===== src/rtl/fifo_sync_lvl.sv =====
// fifo_sync_lvl: single-clock FIFO with occupancy level, watermark flags and sticky error flags.
// Define FIFO_SYNC_LVL_FWFT_EN for first-word-fall-through output; the default is a registered read.
module fifo_sync_lvl #(
  parameter int DATA_WIDTH   = 32,
  parameter int ADDR_BITS    = 4,
  parameter int AFULL_LEVEL  = (1 << ADDR_BITS) - 2,
  parameter int AEMPTY_LEVEL = 2
) (
  input  logic                  clk_i,
  input  logic                  resetn_i,
  input  logic [DATA_WIDTH-1:0] data_in,
  input  logic                  w_en,
  input  logic                  r_en,
  input  logic                  err_clr,
  output logic [DATA_WIDTH-1:0] data_out,
  output logic                  fifo_empty,
  output logic                  fifo_full,
  output logic                  almost_full,
  output logic                  almost_empty,
  output logic [ADDR_BITS:0]    level,
  output logic                  overflow,
  output logic                  underflow
);

  localparam int DEPTH = 1 << ADDR_BITS;
  localparam logic [ADDR_BITS:0] AF_LVL = (ADDR_BITS+1)'(AFULL_LEVEL);
  localparam logic [ADDR_BITS:0] AE_LVL = (ADDR_BITS+1)'(AEMPTY_LEVEL);

  logic [ADDR_BITS:0]    wptr_q, wptr_d;
  logic [ADDR_BITS:0]    rptr_q, rptr_d;
  logic                  ovf_q, ovf_d;
  logic                  udf_q, udf_d;
  logic                  wr_acc, rd_acc;
  logic [DATA_WIDTH-1:0] mem [DEPTH];

  // Status is decoded purely from registered pointers, so no input reaches any flag combinationally.
  assign level        = wptr_q - rptr_q;
  assign fifo_empty   = (wptr_q == rptr_q);
  assign fifo_full    = (wptr_q[ADDR_BITS] != rptr_q[ADDR_BITS]) &&
                        (wptr_q[ADDR_BITS-1:0] == rptr_q[ADDR_BITS-1:0]);
  assign almost_full  = (level >= AF_LVL);
  assign almost_empty = (level <= AE_LVL);
  assign overflow     = ovf_q;
  assign underflow    = udf_q;

  assign wr_acc = w_en && !fifo_full;
  assign rd_acc = r_en && !fifo_empty;

  always_comb begin
    wptr_d = wptr_q;
    rptr_d = rptr_q;
    ovf_d  = ovf_q;
    udf_d  = udf_q;
    if (wr_acc) wptr_d = wptr_q + 1'b1;
    if (rd_acc) rptr_d = rptr_q + 1'b1;
    // A new error in the same cycle as err_clr must survive the clear.
    if (err_clr) begin
      ovf_d = 1'b0;
      udf_d = 1'b0;
    end
    if (w_en && fifo_full)  ovf_d = 1'b1;
    if (r_en && fifo_empty) udf_d = 1'b1;
  end

  always_ff @(posedge clk_i or negedge resetn_i) begin
    if (!resetn_i) begin
      wptr_q <= '0;
      rptr_q <= '0;
      ovf_q  <= 1'b0;
      udf_q  <= 1'b0;
    end else begin
      wptr_q <= wptr_d;
      rptr_q <= rptr_d;
      ovf_q  <= ovf_d;
      udf_q  <= udf_d;
    end
  end

  always_ff @(posedge clk_i) begin
    if (wr_acc) mem[wptr_q[ADDR_BITS-1:0]] <= data_in;
  end

`ifdef FIFO_SYNC_LVL_FWFT_EN
  assign data_out = fifo_empty ? '0 : mem[rptr_q[ADDR_BITS-1:0]];
`else
  logic [DATA_WIDTH-1:0] dout_q, dout_d;

  always_comb begin
    dout_d = dout_q;
    if (rd_acc) dout_d = mem[rptr_q[ADDR_BITS-1:0]];
  end

  always_ff @(posedge clk_i or negedge resetn_i) begin
    if (!resetn_i) dout_q <= '0;
    else           dout_q <= dout_d;
  end

  assign data_out = dout_q;
`endif

endmodule


===== config.mk =====
export PLATFORM = sky130hd
export DESIGN_NAME = fifo_sync_lvl
export DESIGN_NICKNAME = d
export VERILOG_FILES = /design/src/rtl/fifo_sync_lvl.sv
export SDC_FILE = /design/constraint.sdc
export NUM_CORES = 1
export LEC_CHECK = 0
export BUFFER_PORTS_ARGS = -buffer_cell sky130_fd_sc_hd__clkbuf_2
export CAP_MARGIN = 20
export CORE_MARGIN = 3
export CORE_UTILIZATION = 59
export CTS_BUF_LIST = sky130_fd_sc_hd__clkbuf_8
export DETAILED_ROUTE_END_ITERATION = 6
export GPL_ROUTABILITY_DRIVEN = 0
export GPL_TIMING_DRIVEN = 0
export PLACE_DENSITY = 0.73
export SETUP_SLACK_MARGIN = 0.4
export SLEW_MARGIN = 20
export SYNTH_ARGS = -nofsm -noshare
export SYNTH_HDL_FRONTEND = slang
export SYNTH_SLANG_ARGS = --single-unit

===== constraint.sdc =====
create_clock -name clk_i -period 10.5 [get_ports clk_i]
set_input_delay 0.525 -clock clk_i [delete_from_list [all_inputs] [get_ports clk_i]]
set_output_delay 0.525 -clock clk_i [all_outputs]
set_load 0.1 [all_outputs]

==> results of run 1 <==
==> sequential cells by signal (all words and copies together) (netlist names) <==
signal,flops
data_out,32
mem,512
overflow,1
rptr_q,5
underflow,1
wptr_q,5
==> Yosys cell counts <==
| library cell | number |
|---|---|
| buf_1 | 3 |
| nor3_1 | 4 |
| or3b_2 | 1 |
| xor2_1 | 3 |
| nand2b_1 | 2 |
| mux2i_1 | 128 |
| and4_1 | 1 |
| mux2_2 | 32 |
| or3_1 | 1 |
| fa_1 | 1 |
| nand2_1 | 10 |
| buf_6 | 2 |
| a211oi_1 | 33 |
| a21o_1 | 2 |
| nand3_1 | 1 |
| xnor2_1 | 9 |
| nand4_1 | 5 |
| and2_1 | 1 |
| buf_12 | 3 |
| ha_1 | 9 |
| edfxtp_1 | 512 |
| dfrtp_1 | 44 |
| clkbuf_1 | 35 |
| o21ai_0 | 5 |
| o22ai_1 | 64 |
| buf_2 | 17 |
| a21oi_1 | 33 |
| a41o_1 | 1 |
| nor2b_1 | 1 |
| nand3b_1 | 2 |
| mux4_2 | 64 |
| o21a_1 | 1 |
| a21boi_1 | 2 |
| nor2_1 | 45 |
| inv_1 | 10 |
==> cells by family (layout without fill, tap and decap cells) <==
logic type	after synthesis	count (layout)	share of synthesized area, %
buffers and inverters	70	343	1.63
adder cells (fa/ha/maj)	10	10	0.621
AND/OR/NAND/NOR	74	74	1.53
AO/OA/AOI/OAI	141	141	4.15
flip-flops	556	556	77.1
XOR/XNOR	12	12	0.492
multiplexers	224	224	14.4
==> per-layer routing <==
layer	GRT usage, %	share of wire (%)	vias up
li1	-	-	4838
met1	36.8	42	5856
met2	39.4	48	514
met3	5.08	7.7	95
met4	8.74	2.6	0
met5	0	0	-
==> worst max-delay path by stage <==
stage                                startpoint             endpoint  cells after the start
after global routing      rptr_q[1]$_DFFE_PN0P_  mem[1][0]$_DFFE_PP_                     10
after global placement    rptr_q[1]$_DFFE_PN0P_  mem[0][7]$_DFFE_PP_                      8
after CTS                 rptr_q[1]$_DFFE_PN0P_  mem[0][6]$_DFFE_PP_                     10
after detailed placement  rptr_q[1]$_DFFE_PN0P_  mem[0][6]$_DFFE_PP_                     10
final                     rptr_q[1]$_DFFE_PN0P_  mem[0][6]$_DFFE_PP_                     10
after floorplan           rptr_q[1]$_DFFE_PN0P_         almost_empty                      8
==> power breakdown <==
part / switching (mW) / total (mW) / leakage, nW / internal (mW)
clock: 0.818 / 1.78 / 0.989 / 0.964
combinational: 2.01 / 2.90 / 2.47 / 0.894
sequential: 0.107 / 2.82 / 5.13 / 2.71
==> critical path, delay by kind of cell, from the launching register on <==
family / cells / cell delay, ns
adder cells (fa/ha/maj): 1 / 0.38
flip-flops: 1 / 0.38
buffers and inverters: 5 / 2.23
AND/OR/NAND/NOR: 3 / 1.33
AO/OA/AOI/OAI: 1 / 0.58
==> per-stage QoR <==
stage               instances  power, mW  instance area [um^2]  hold WS (ns)
finish                   1821       7.50                 24600         0.110
global route             1821       7.80                 24600        0.0920
CTS                      1821       7.54                 24600        0.0656
detailed placement       1656       5.76                 22900         0.450
global placement         1627       5.66                 22300         0.509
floorplan                1087       5.00                 21400         0.229
==> timing repair <==
item	in CTS	in global routing
resized for setup	0	0
hold endpoints to repair	15	0
hold buffers	1	0
==> layout make-up <==
type                       instances  area [um^2]  area share (%)
buffer                            60          310            1.26
clock buffer                      99         1360            5.54
clock inverter                    65          380            1.55
inverter                          10         37.5           0.153
multi-input combinational        461         4640            18.8
sequential                       556        16500            66.9
tap                              461          577            2.34
timing repair buffer             109          833            3.39
==> impl_metrics.toml, run 1 <==
[critical_path]
cpMaxStageDelayCell = "clkbuf_1"
worstPathMaxFanout = 10
crit_type = "reg2reg"
r2r_end = "mem[0][6]$_DFFE_PP_"
crit_path_max_incr_delay_ns = 0.71
reg2reg_from = "rptr_q[1]$_DFFE_PN0P_"
end_kind = "flip-flop"
startpoint_type = "flip-flop"
regToRegSetupSlack_ns = 5.28
crit_path_cell_trace = "clkbuf_1 -> clkbuf_1 -> inv_1 -> ha_1 -> and4_1 -> a21boi_1 -> nand2_1 -> nor3_2 -> buf_4 -> buf_4"
crit_required_ns = 10.82
crit_arrival_ns = 5.54
r2r_cells = 10

[grt]
grt_overflow_total = 0
grt_first_pass_wirelength_um = 71900
grtUsageTotal_pct = 25.3
grt_max_degree = 30
grt_pass1_vias = 11700
antenna_found_initial = 0

[cts]
htreeDepth = 3
clk_latency_ns = 0.63
cts_setup_buffers = 0
cts_tree = "built"
cts.sinks = 556
cts.path.max_buffers = 3
root_buffer = "clkbuf_8"
clk_pin_slew_ns = 0.06
numCtsBuffers = 88

[detailed_routing]
ant_nets = 0
drc_errors = 0
drt-initial-drc-count = 1219
drtPass1Iterations = 6
vias = 11300
wl_per_cell_um = 26.0
vias_per_cell = 6.21
routed_wirelength_um = 47400

[logic_synthesis]
ys_seq_elements = 556
synth-seq-area-share_pct = 77.1
syn_nets = 1134
yosysTopAreaCell = "edfxtp_1"
yosys_warnings = 0
yosysUniqueCellTypes = 35
mappedNetlistArea_um2 = 21400
yosys.area.top_type_share_pct = 72.0
ys_top_cells_by_area = "edfxtp_1, mux4_2, mux2i_1"
synthCells = 1087
avgSynthCellArea_um2 = 19.6

[layout]
finalNetCount = 1333
drive_gt1_share_pct = 26.5
antennaDiodeCount = 0
layout_commonest_cell = "edfxtp_1"
nFillCells = 2213
finalCoreUtilization_pct = 69.0
areaGrowthSynthToFinish_pct = 15.2
mostFrequentLayoutCells = "edfxtp_1, mux2i_1, clkbuf_8, clkbuf_2"

[placed_design]
pre_cts_ws_ns = 5.34
port-buffer-count = 79
place_hpwl_um = 30000

[run]
max_cap_viol_count = 0

[worst_hold_path]
min_path_cells = 2
hold_start = "err_clr"
hp-class = "in2reg"
min_to = "underflow$_DFFE_PN0P_"

[timing]
maxSlewViolCount = 0
tightestPinTransition_ns = 1.15
fmax_ghz = 0.191
period_share_pct = 49.7
fin_skew_ns = 0.0165
rsz0062_at_grt = "false"
finalHoldViolations = 0
finalCriticalPeriod_ns = 5.22
setup-violations-final = 0
setup_tns_ns = 0
slew_headroom_pct = 22.9
fin_ws_ns = 5.28

[floorplan]
fp.dieW_um = 196
core_um2 = 35700
start_util_pct = 59.9
fp.dieH_um = 196
io_pins = 80
dieArea_um2 = 38500
row_count = 69

[pwr]
pwr_density_cell_nw_per_um2 = 305
p_leak_nw = 8.59
vdd_ir_drop_max_uv = 448

[outcome]
run_status = "finished, final reports clean"
Power figures use the tool's default switching activity.
==> run 2: changes to the inputs <==
ABC_AREA = 1   (was not set)
PLACE_DENSITY = 0.72   (was 0.73)
clock period = 5.2 ns   (was 10.5 ns; I/O delays follow)
==> run 2 against run 1 <==
Flip-flop and latch count unchanged. Highest routed layer unchanged. Clock skew grew 0.0018 ns. Global-route usage is 4.0 points higher. Area after synthesis is 10% higher. Synthesized cell count rose by 100%. Sequential power rose by 100%. Critical path type unchanged. Worst setup slack lost 4.1 ns. Die area is 10% higher. Routed wire length is 29% higher. Count of clock-buffer cells in the layout unchanged. Worst hold slack worse by 0.064 ns.
==> impl_metrics.toml, run 2 <==
[outcome]
run_status = "finished, final reports clean"

[placed_design]
port-buffer-count = 79
place_hpwl_um = 40300

[timing]
period_share_pct = 76.4
setup_tns_ns = 0
maxSlewViolCount = 0
finalCriticalPeriod_ns = 3.97
setup-violations-final = 0
tightestPinTransition_ns = 0.932
finalHoldViolations = 0
fin_skew_ns = 0.0183
fmax_ghz = 0.252
slew_headroom_pct = 37.9
rsz0062_at_grt = "false"

[critical_path]
startpoint_type = "flip-flop"
crit_arrival_ns = 4.29
end_kind = "flip-flop"
worstPathMaxFanout = 17
crit_required_ns = 5.51
crit_type = "reg2reg"

[pwr]
total_power_mw = 16.2
pwr_density_cell_nw_per_um2 = 603
p_leak_nw = 11.4
vdd_ir_drop_max_uv = 941

[detailed_routing]
vias_per_cell = 5.51
wl_per_cell_um = 20.8
vias = 16300
drtPass1Iterations = 6
routed_wirelength_um = 61300
drt-initial-drc-count = 1739
drc_errors = 0
ant_nets = 0

[layout]
layout_commonest_cell = "nand2_1"
drive_gt1_share_pct = 13.8
antennaDiodeCount = 0
largest_reg_flops = 512
areaGrowthSynthToFinish_pct = 13.8
finalNetCount = 2412
mostFrequentLayoutCells = "nand2_1, edfxtp_1, inv_1, nand3_1, clkbuf_8"

[floorplan]
dieArea_um2 = 42400
core_um2 = 39100
fp.dieW_um = 206
start_util_pct = 60.3
io_pins = 80
fp.dieH_um = 206
row_count = 72

[run]
max_cap_viol_count = 0

[grt]
grt_max_degree = 25
grt_first_pass_wirelength_um = 91800
grtUsageTotal_pct = 29.3
grt_overflow_total = 0
grt_pass1_vias = 16200
antenna_found_initial = 0

[logic_synthesis]
synthCells = 2176
avgSynthCellArea_um2 = 10.8
synth_edf_count = 512
ys.flop_type = "edfxtp_1"
ys_seq_elements = 556
async_flop_share_pct = 7.91
ys_top_cells_by_count = "nand2_1, edfxtp_1, nand3_1, inv_1, nor2_1"
mappedNetlistArea_um2 = 23600
yosysTopAreaCell = "edfxtp_1"
syn_nets = 2223
yosys.area.top_type_share_pct = 65.2
yosysUniqueCellTypes = 26
yosys_warnings = 0
synth-seq-area-share_pct = 69.8
synthMostInstantiatedCell = "nand2_1"
ys_top_cells_by_area = "edfxtp_1, nand2_1, nand3_1"

[cts]
cts-resized-gates = 0
clk_pin_slew_ns = 0.06
cts.sinks = 556
clk_latency_ns = 0.62
cts_tree = "built"
root_buffer = "clkbuf_8"
cts_setup_buffers = 0
cts.path.max_buffers = 3
htreeDepth = 3
numCtsBuffers = 86

[worst_hold_path]
hp-class = "in2reg"
## run 2: cell families after synthesis
| family | after synthesis | synth area share (%) |
|---|---|---|
| AND/OR/NAND/NOR | 1081 | 19.4 |
| flip-flops | 556 | 69.8 |
| buffers and inverters | 447 | 8.18 |
| AO/OA/AOI/OAI | 72 | 1.67 |
| XOR/XNOR | 10 | 0.371 |
| adder cells (fa/ha/maj) | 10 | 0.562 |
## run 2: layer usage
metal | vias to the layer above | track usage (%) | wire length (um) | part of all wire [%]
met4 | 0 | 13.3 | 2290 | 3.7
met2 | 846 | 48.6 | 29800 | 49
li1 | 7510 | - | - | -
met5 | - | 0 | 0 | 0
met1 | 7726 | 37.4 | 23200 | 38
met3 | 172 | 6.27 | 5940 | 9.7
## run 2: power breakdown
| group | total (mW) | internal, mW | leakage [nW] | switching, mW |
|---|---|---|---|---|
| clock network | 3.35 | 1.73 | 0.954 | 1.63 |
| registers | 5.71 | 5.48 | 5.13 | 0.223 |
| logic | 7.12 | 1.65 | 5.36 | 5.47 |
| total | 16.2 | 8.86 | 11.4 | 7.32 |
## run 2: what timing repair did
action | in CTS | in global routing
hold endpoints to repair | 48 | 0
hold buffers | 5 | 0
endpoints found under the setup margin | 0 | 0
## run 2: area by class of cell
cell class / instances / area, um^2
tap: 518 / 648
fill: 2811 / 12300
timing repair buffer: 101 / 901
buffer: 108 / 653
clock buffer: 99 / 1360
multi-input combinational: 1173 / 5300
inverter: 339 / 1280
clock inverter: 56 / 216
sequential: 556 / 16500
## run 2: critical path, cell delays in order, from the launching register on
cell      delay [ns]
dfrtp_1         0.42
inv_1           0.28
clkbuf_1        0.71
ha_1            0.42
nand2_1         0.11
nor2_2          0.06
inv_1           0.13
nor2_4          0.06
nor2_2          0.22
nand2_1         0.32
nor2_4          0.67
buf_16          0.25
## run 2: metrics by stage
step,setup slack [ns],utilization [%],std cells,cell area (um^2),hold WS [ns]
3_3_place_gp,-0.460,63.0,2773,24600,0.466
6_report,1.23,68.6,2950,26800,0.0458
4_1_cts,1.33,68.6,2950,26800,0.0218
3_5_place_dp,1.34,64.5,2790,25200,0.223
5_1_grt,1.07,68.6,2950,26800,0.0504
2_1_floorplan,0.512,-,2176,23600,-0.0356
## run 2: worst paths after layout
kind	slack (ns)	depth (start not counted)	to	from
max in group asynchronous	4.55	3	data_out[30]$_DFFE_PN0P_	resetn_i
max	1.23	11	mem[2][1]$_DFFE_PP_	rptr_q[3]$_DFFE_PN0P_
min	0.05	1	mem[1][14]$_DFFE_PP_	data_in[14]
max reg2reg	1.23	11	mem[2][1]$_DFFE_PP_	rptr_q[3]$_DFFE_PN0P_
min reg2reg	0.49	1	wptr_q[4]$_DFFE_PN0P_	wptr_q[4]$_DFFE_PN0P_
min in group asynchronous	0.12	2	overflow$_DFFE_PN0P_	resetn_i
